## src/rtl/swerv_types.sv

```systemverilog
// -----------------------------------------------------------------------------
// swerv_types: shared trace types.
//   trace_pkt_t : per-cycle retirement packet, three slots, from the core.
//   trace_rec_t : one compacted per-instruction trace record.
//   popcount3   : number of valid slots in a packet.
// -----------------------------------------------------------------------------
package swerv_types;

   typedef struct packed {
      logic [2:0]  trace_rv_i_valid_ip;
      logic [95:0] trace_rv_i_insn_ip;
      logic [95:0] trace_rv_i_address_ip;
      logic [2:0]  trace_rv_i_exception_ip;
      logic [4:0]  trace_rv_i_ecause_ip;
      logic [2:0]  trace_rv_i_interrupt_ip;
      logic [31:0] trace_rv_i_tval_ip;
   } trace_pkt_t;

   typedef struct packed {
      logic        ovf;
      logic        exception;
      logic        interrupt;
      logic [4:0]  ecause;
      logic [31:0] tval;
      logic [31:0] addr;
      logic [31:0] insn;
   } trace_rec_t;

   localparam int TRACE_SLOTS = 3;

   function automatic logic [1:0] popcount3(input logic [2:0] v);
      return {1'b0, v[0]} + {1'b0, v[1]} + {1'b0, v[2]};
   endfunction

endpackage

```

## src/rtl/swerv_trace_compact.sv

```systemverilog
// -----------------------------------------------------------------------------
// swerv_trace_compact: combinational slot compactor.
//   trace_pkt : retirement packet (in)
//   n         : number of valid slots, 0..3 (out)
//   rec0..2   : valid slots packed in ascending slot order; unused outputs 0,
//               ovf always 0 (the top level owns the overflow marker) (out)
// -----------------------------------------------------------------------------
module swerv_trace_compact
   import swerv_types::*;
(
   input  trace_pkt_t trace_pkt,
   output logic [1:0] n,
   output trace_rec_t rec0,
   output trace_rec_t rec1,
   output trace_rec_t rec2
);

   trace_rec_t slot_rec [TRACE_SLOTS];
   logic [1:0] idx;
   logic       trap;

   always_comb begin
      for (int k = 0; k < TRACE_SLOTS; k++) begin
         slot_rec[k]           = '0;
         slot_rec[k].insn      = trace_pkt.trace_rv_i_insn_ip[32*k +: 32];
         slot_rec[k].addr      = trace_pkt.trace_rv_i_address_ip[32*k +: 32];
         slot_rec[k].exception = trace_pkt.trace_rv_i_exception_ip[k];
         slot_rec[k].interrupt = trace_pkt.trace_rv_i_interrupt_ip[k];
      end
      // ecause/tval are shared across slots; only a trapping slot owns them.
      for (int k = 0; k < TRACE_SLOTS; k++) begin
         trap = trace_pkt.trace_rv_i_exception_ip[k] | trace_pkt.trace_rv_i_interrupt_ip[k];
         if (trap) begin
            slot_rec[k].ecause = trace_pkt.trace_rv_i_ecause_ip;
            slot_rec[k].tval   = trace_pkt.trace_rv_i_tval_ip;
         end
      end
   end

   always_comb begin
      rec0 = '0;
      rec1 = '0;
      rec2 = '0;
      idx  = 2'd0;
      for (int k = 0; k < TRACE_SLOTS; k++) begin
         if (trace_pkt.trace_rv_i_valid_ip[k]) begin
            case (idx)
               2'd0:    rec0 = slot_rec[k];
               2'd1:    rec1 = slot_rec[k];
               default: rec2 = slot_rec[k];
            endcase
            idx = idx + 2'd1;
         end
      end
   end

   assign n = popcount3(trace_pkt.trace_rv_i_valid_ip);

endmodule

```

## src/rtl/swerv_trace_serializer.sv

```systemverilog
// -----------------------------------------------------------------------------
// swerv_trace_serializer: compacts retirement packets into a record FIFO and
// emits one record per cycle on a valid/ready trace port.
//   clk, rst         : clock, async active-high reset
//   trace_pkt        : retirement packet sampled every cycle
//   trace_enable     : when low, packets are ignored (FIFO still drains)
//   tr_valid/ready   : record handshake toward the trace sink
//   tr_insn .. tr_ovf: head record fields (0 while tr_valid is low)
//   drop_count       : saturating count of dropped packets
//   fifo_level       : registered number of FIFO entries
//   idle             : FIFO empty and no overflow marker pending
// -----------------------------------------------------------------------------
module swerv_trace_serializer
   import swerv_types::*;
#(
   parameter int DEPTH = 8,
   parameter int CNT_W = 16
) (
   input  logic                       clk,
   input  logic                       rst,
   input  trace_pkt_t                 trace_pkt,
   input  logic                       trace_enable,
   output logic                       tr_valid,
   input  logic                       tr_ready,
   output logic [31:0]                tr_insn,
   output logic [31:0]                tr_addr,
   output logic                       tr_exception,
   output logic                       tr_interrupt,
   output logic [4:0]                 tr_ecause,
   output logic [31:0]                tr_tval,
   output logic                       tr_ovf,
   output logic [CNT_W-1:0]           drop_count,
   output logic [$clog2(DEPTH+1)-1:0] fifo_level,
   output logic                       idle
);

   localparam int PTR_W = $clog2(DEPTH);
   localparam int LVL_W = $clog2(DEPTH+1);

   trace_rec_t mem_q [DEPTH];
   logic [PTR_W-1:0] wr_ptr_q, wr_ptr_d, rd_ptr_q, rd_ptr_d, wr_idx1, wr_idx2;
   logic [LVL_W-1:0] level_q, level_d, free_slots, n_ext;
   logic             ovf_q, ovf_d;
   logic [CNT_W-1:0] drop_cnt_q, drop_cnt_d;

   logic [1:0]  n;
   trace_rec_t  rec0, rec1, rec2, rec0_m, head;
   logic        pop, push, drop, fits;

   swerv_trace_compact u_compact (
      .trace_pkt (trace_pkt),
      .n         (n),
      .rec0      (rec0),
      .rec1      (rec1),
      .rec2      (rec2)
   );

   always_comb begin
      n_ext      = LVL_W'(n);
      pop        = (level_q != '0) && tr_ready;
      // Space is judged on the registered level; a same-cycle pop is not credited.
      free_slots = LVL_W'(DEPTH) - level_q;
      fits       = n_ext <= free_slots;
      push       = trace_enable && (n != 2'd0) && fits;
      drop       = trace_enable && (n != 2'd0) && !fits;

      rec0_m     = rec0;
      rec0_m.ovf = ovf_q;

      wr_idx1    = wr_ptr_q + PTR_W'(1);
      wr_idx2    = wr_ptr_q + PTR_W'(2);
      wr_ptr_d   = push ? wr_ptr_q + PTR_W'(n) : wr_ptr_q;
      rd_ptr_d   = pop  ? rd_ptr_q + PTR_W'(1) : rd_ptr_q;
      level_d    = level_q + (push ? n_ext : '0) - (pop ? LVL_W'(1) : '0);

      ovf_d      = ovf_q;
      if (drop)      ovf_d = 1'b1;
      else if (push) ovf_d = 1'b0;

      drop_cnt_d = drop_cnt_q;
      if (drop && (drop_cnt_q != '1)) drop_cnt_d = drop_cnt_q + CNT_W'(1);
   end

   always_ff @(posedge clk or posedge rst) begin
      if (rst) begin
         wr_ptr_q   <= '0;
         rd_ptr_q   <= '0;
         level_q    <= '0;
         ovf_q      <= 1'b0;
         drop_cnt_q <= '0;
      end else begin
         wr_ptr_q   <= wr_ptr_d;
         rd_ptr_q   <= rd_ptr_d;
         level_q    <= level_d;
         ovf_q      <= ovf_d;
         drop_cnt_q <= drop_cnt_d;
      end
   end

   // Record storage carries no reset; validity is tracked by the level alone.
   always_ff @(posedge clk) begin
      if (push) begin
         mem_q[wr_ptr_q] <= rec0_m;
         if (n >= 2'd2) mem_q[wr_idx1] <= rec1;
         if (n == 2'd3) mem_q[wr_idx2] <= rec2;
      end
   end

   // Head is masked so the port reads as zero while empty (incl. after reset).
   always_comb begin
      head = tr_valid ? mem_q[rd_ptr_q] : '0;
   end

   assign tr_valid     = (level_q != '0);
   assign tr_insn      = head.insn;
   assign tr_addr      = head.addr;
   assign tr_exception = head.exception;
   assign tr_interrupt = head.interrupt;
   assign tr_ecause    = head.ecause;
   assign tr_tval      = head.tval;
   assign tr_ovf       = head.ovf;
   assign drop_count   = drop_cnt_q;
   assign fifo_level   = level_q;
   assign idle         = (level_q == '0) && !ovf_q;

endmodule

```

## config.mk

```make
export PLATFORM = sky130hd
export DESIGN_NAME = swerv_trace_serializer
export DESIGN_NICKNAME = d
export VERILOG_FILES = /design/src/rtl/swerv_types.sv /design/src/rtl/swerv_trace_compact.sv /design/src/rtl/swerv_trace_serializer.sv
export SDC_FILE = /design/constraint.sdc
export NUM_CORES = 2
export LEC_CHECK = 0
export CAP_MARGIN = 20
export CORE_MARGIN = 5
export CORE_UTILIZATION = 39
export CTS_CLUSTER_SIZE = 28
export DETAILED_ROUTE_END_ITERATION = 8
export PLACE_DENSITY = 0.54
export SYNTH_ARGS = -nofsm -noshare
export SYNTH_HDL_FRONTEND = slang
export SYNTH_HIERARCHICAL = 1
export SYNTH_SLANG_ARGS = --single-unit
```

## constraint.sdc

```tcl
create_clock -name clk -period 19 [get_ports clk]
set_input_delay 1.9 -clock clk [delete_from_list [all_inputs] [get_ports clk]]
set_output_delay 1.9 -clock clk [all_outputs]
set_load 0.01 [all_outputs]
```

* Word level (Yosys, flattened, before mapping)
Memory sizes are Yosys's and may differ from the RTL's.
Cells that the tools add are included.
** Word-level totals
- Memories :: 1
- Register bits :: 27
- RAM bits :: 832
- Word-level logic and storage cells :: 73
- Output and inout bits :: 126
** Memory list
- mem_q :: words 8, bits a word 104, rd ports 1, clocked after memory_dff 0, write ports 3, line swerv_trace_serializer.sv:40 : trace_rec_t mem_q [DEPTH];
** Operators by class
- Bitwise gates (word level) :: 3
- Reductions and logical operators :: 16
- Muxes and demuxes :: 31
- Equal/unequal tests :: 4
- $lt $le $gt $ge :: 2
- Add/subtract/negate cells :: 11
** Operator list (count)
- 2-to-1 mux 104 bit :: 7
- 2-to-1 mux 103 bit :: 7
- 2-to-1 mux 37 bit :: 3
- adder 16 x 1 -> 16 bit, second input constant :: 1
- inequality test 16 bit, second input constant :: 1
- 2-to-1 mux 1 bit :: 12
- adder 3 x 1 -> 3 bit, second input constant :: 2
- logical AND 1 bit :: 6
- adder 4 x 2 -> 4 bit :: 1
- less-or-equal comparator 2 x 4 -> 1 bit :: 1
- logical NOT 2 bit :: 2
- logical NOT 4 bit :: 1
- 2-to-1 mux 2 bit :: 2
- nonzero test 2 bit :: 2
- nonzero test 4 bit :: 1
- OR reduction 2 bit :: 2
- subtractor 4 x 1 -> 4 bit :: 1
- subtractor 4 bit, first input constant :: 1
- adder 3 x 2 -> 3 bit :: 1
- adder 3 x 2 -> 3 bit, second input constant :: 1
- bitwise OR 1 bit :: 3
- adder 1 x 1 -> 2 bit :: 1
- adder 1 x 1 -> 2 bit, second input constant :: 1
- adder 2 x 1 -> 2 bit :: 1
- 5 further kinds :: 6

* Depth between registers and ports, before layout
- Depth after elaboration :: 8
- Depth in mapped cells :: 15
- Gate-level depth less buffers :: 14

* Hierarchy
Netlist, hierarchy kept.
** By module, submodules not included
- swerv_trace_serializer :: times used 1, area each 51164.1 um2, cells an instance 5538
- swerv_trace_compact :: times used 1, area each 3299.4 um2, cells an instance 538

* Worst setup path after synthesis
No wires, ideal clock.
- Path kind :: input to register
- Start :: in trace_pkt[235] (netlist bit)
- End :: mem mem_q[2][0] (netlist bit), enable pin
- Setup time :: 922 ps
- Path buffers :: 2
- Arrival :: 15599 ps
- Cell stages on the path :: 9
- Path slack :: 2479 ps
- Required time :: 18078 ps
- Cell sequence :: fa_1 > clkbuf_1 > inv_1 > ha_1 > nand2_1 > o211ai_2 > buf_4 > o21ai_1 > o311ai_0
** RTL lines
- from (decl) :: line swerv_trace_serializer.sv:21 : input trace_pkt_t trace_pkt,
- to (decl) :: line swerv_trace_serializer.sv:40

==> results.tsv <==
stage	metric	value	unit
run_status	run status	complete, no violations	
worst_setup_path	Worst EP required	19.41	ns
global_routing	first-pass GRT wire length	321000	um
timing	setup ws final	11.57	ns
worst_setup_path	crit-path cells	clkdlybuf4s50_1, fa_1, inv_1, ha_1, nor2b_1, o211ai_4, o211ai_1, buf_4, buf_4, buf_4, a31oi_1	
cts	Clock Pin Slew Worst Setup and Hold Paths	0.06	ns
global_routing	total gr overflow	0	
worst_setup_path	FF-to-FF Start	fifo_level[0]	
placement	dpl ws	10.95	ns
drt	M1 wire length	86800	um
hold_path	Hold WC Path Type	flip-flop to flip-flop	
cells_and_area	Layout area overhead	12.2	%
cts	Post-CTS Hold Fix Bufs	0	
worst_setup_path	reg2reg path depth	11	
cts	post-CTS sizing	0	
worst_setup_path	slowest cell on the critical path	fa_1	
worst_setup_path	critical path data arrival time	7.84	ns
power_and_ir_drop	switching pwr	0.00340	W
power_and_ir_drop	Peak VDD IR	0.133	mV
placement	Post-Place Cells	7595	
placement	I/O Buffers	367	
cts	CTS Buf Count	100	
drt	metal3 WL	25300	um
timing	Final Skew	0.0244	ns
power_and_ir_drop	P_leak	23.4	nW
synth	Post-Synthesis Cell Area	54500	um^2
floorplan	total core area	139000	um^2
placement	DP HPWL	116000	um
power_and_ir_drop	Net Sw Frac	38.8	%
worst_setup_path	Crit. End Element	flip-flop	
cells_and_area	number of diodes	0	
worst_setup_path	critical path's largest stage delay	1.07	ns
worst_setup_path	Buffers & Inverters on Critical Path	5	
timing	RSZ-0062 raised after global routing	no	
timing	Max Clk Rate	135	MHz
timing	final number of setup-violating endpoints	0	
power_and_ir_drop	Comb power frac	44.3	%
job	Max Cap Viol	0	
global_routing	vias in the first global route	46000	
drt	Routed Antenna Nets	0	
cts	Worst-Skew Late Latency	0.72	ns
floorplan	Initial Util	39.1	%
drt	top routing layer used	met5	
global_routing	largest net degree at the start of global routing	162	
worst_setup_path	Top delay family on crit path	buffers and inverters	
floorplan	placement row count	137	
floorplan	Die ar.	147000	um^2
power_and_ir_drop	Internal Power	0.00535	W
cts	Bufs on Longest Clock Path	3	
cells_and_area	share of layout cells above drive strength 1	8.50	%
power_and_ir_drop	Pwr Total	0.00875	W
cts	Clock Sink Count	859	
power_and_ir_drop	sequential share of power	33.6	%
drt	Vias per Instance	6.18	
timing	worst slew pin tran	1.22	ns
timing	Final min period	7.43	ns
cells_and_area	Layout Nets	6083	
worst_setup_path	Setup CP Type	input port to flip-flop	
cts	CTS tree	built	
power_and_ir_drop	Clk pwr share	22.2	%
floorplan	Die X	384	um
cells_and_area	non-filler cells, final	7780	
power_and_ir_drop	pwr/cell area	143	nW/um^2
worst_setup_path	R2R Setup Slk	13.39	ns
synth	Synth Instances	6075	
timing	max_slew headroom	18.7	%
floorplan	Die Y-Extent	384	um
worst_setup_path	CP Depth	11	
cts	clock root cell	clkbuf_16	
drt	Initial DRT Pass Iterations	8	
timing	fin crit share	39.1	%
drt	met2 wire len	102000	um
global_routing	GRT Overall Usage	29.6	%
drt	Residual DRC	0	
drt	wire per inst	29.0	um
cts	CTS H-tree depth	3	
worst_setup_path	CP endpoint	mem_q[0][78]	
drt	initial DRC count	6825	
drt	routed wire length	226000	um
floorplan	total I/O pin count	368	
timing	Slew Viols, Final	0	
placement	gpl congestion	0.821	
worst_setup_path	Worst path most repeated cell	buf_4	
cts	setup bufs post-CTS	0	
worst_setup_path	Worst setup startpoint	trace_pkt[236]	
global_routing	initial antenna violation count	5	
worst_setup_path	Critical R2R Capture	mem_q[0][78]	
worst_setup_path	CP max FO	73	
drt	Vias	48000	
synth	syn avg cell area	8.96	um^2
timing	Final Hold Fails	0	
timing	setup TNS	0	ns
synth	synth warn	6	
worst_setup_path	Startpoint Class	input port	
==> worst register-to-register path: stages (launching register included) <==
cell and delay (ns):
dfrtp_1 0.63, inv_1 0.10, ha_1 0.29, inv_1 0.05, ha_1 0.28, nor2b_1 0.26
o211ai_4 0.40, o211ai_1 0.46, buf_4 0.79, buf_4 0.98, buf_4 0.87, a31oi_1 0.20
==> routing by layer <==
layer | vias to the layer above | global-route usage [%]
met5 | - | 0
met4 | 4 | 13.7
met3 | 621 | 4.95
met2 | 3309 | 47.1
met1 | 23300 | 39.8
li1 | 20900 | -
==> worst min path at each step <==
stage                                end      startpoint  depth (start not counted)
final                     drop_count[14]  drop_count[14]                          1
after CTS                 drop_count[14]  drop_count[14]                          1
after global routing      drop_count[14]  drop_count[14]                          1
after detailed placement   drop_count[7]   drop_count[7]                          1
after global placement     drop_count[7]   drop_count[7]                          1
after floorplan           drop_count[14]  drop_count[14]                          1
==> stage by stage <==
step | utilization [%] | hold slack (ns) | cell area, um^2
after CTS | 43.9 | 0.506 | 61000
after global routing | 43.9 | 0.540 | 61100
after detailed placement | 41.6 | 0.490 | 57800
after floorplan | - | 0.516 | 54500
after global placement | 41.5 | 0.486 | 57800
final | 43.9 | 0.499 | 61100
==> state kept, by name, summed over array words and instances (netlist names) <==
| signal | cells |
|---|---|
| mem_q | 832 |
| drop_count | 16 |
| fifo_level | 4 |
| rd_ptr_q | 3 |
| wr_ptr_q | 3 |
| ovf_q | 1 |
==> area by class of cell <==
type	instances	area, um^2
clock buffer	137	2840
clock inverter	46	363
fill	13300	78100
inverter	23	86.3
multi-input combinational	4369	25200
sequential	859	25700
tap	1876	2350
timing repair buffer	470	4590
==> power groups by stage <==
stage          combinational, W  sequential [W]  clock (W)
3_5_place_dp            0.00385         0.00298          0
3_3_place_gp            0.00383         0.00297          0
5_1_grt                 0.00408         0.00297    0.00203
2_1_floorplan           0.00223         0.00302          0
4_1_cts                 0.00386         0.00294    0.00196
6_report                0.00387         0.00294    0.00194
==> layout by cell type, fill, tap and decap left out, drive strengths merged, types with 7 or more instances in the layout <==
| cell type | count |
|---|---|
| xor2 | 16 |
| clkinv | 37 |
| nor2 | 1079 |
| nor3 | 17 |
| o211ai | 7 |
| nand3 | 8 |
| nand2 | 1691 |
| mux2i | 105 |
| a21boi | 8 |
| xnor2 | 8 |
| o21ai | 14 |
| and2 | 79 |
| a22o | 66 |
| a31oi | 834 |
| and3 | 105 |
| a221oi | 64 |
| dfrtp | 27 |
| inv | 26 |
| clkdlybuf4s50 | 365 |
| edfxtp | 832 |
| mux4 | 208 |
| ha | 15 |
| buf | 105 |
| clkbuf | 137 |
Note: power is estimated with default switching activity, not from simulation.
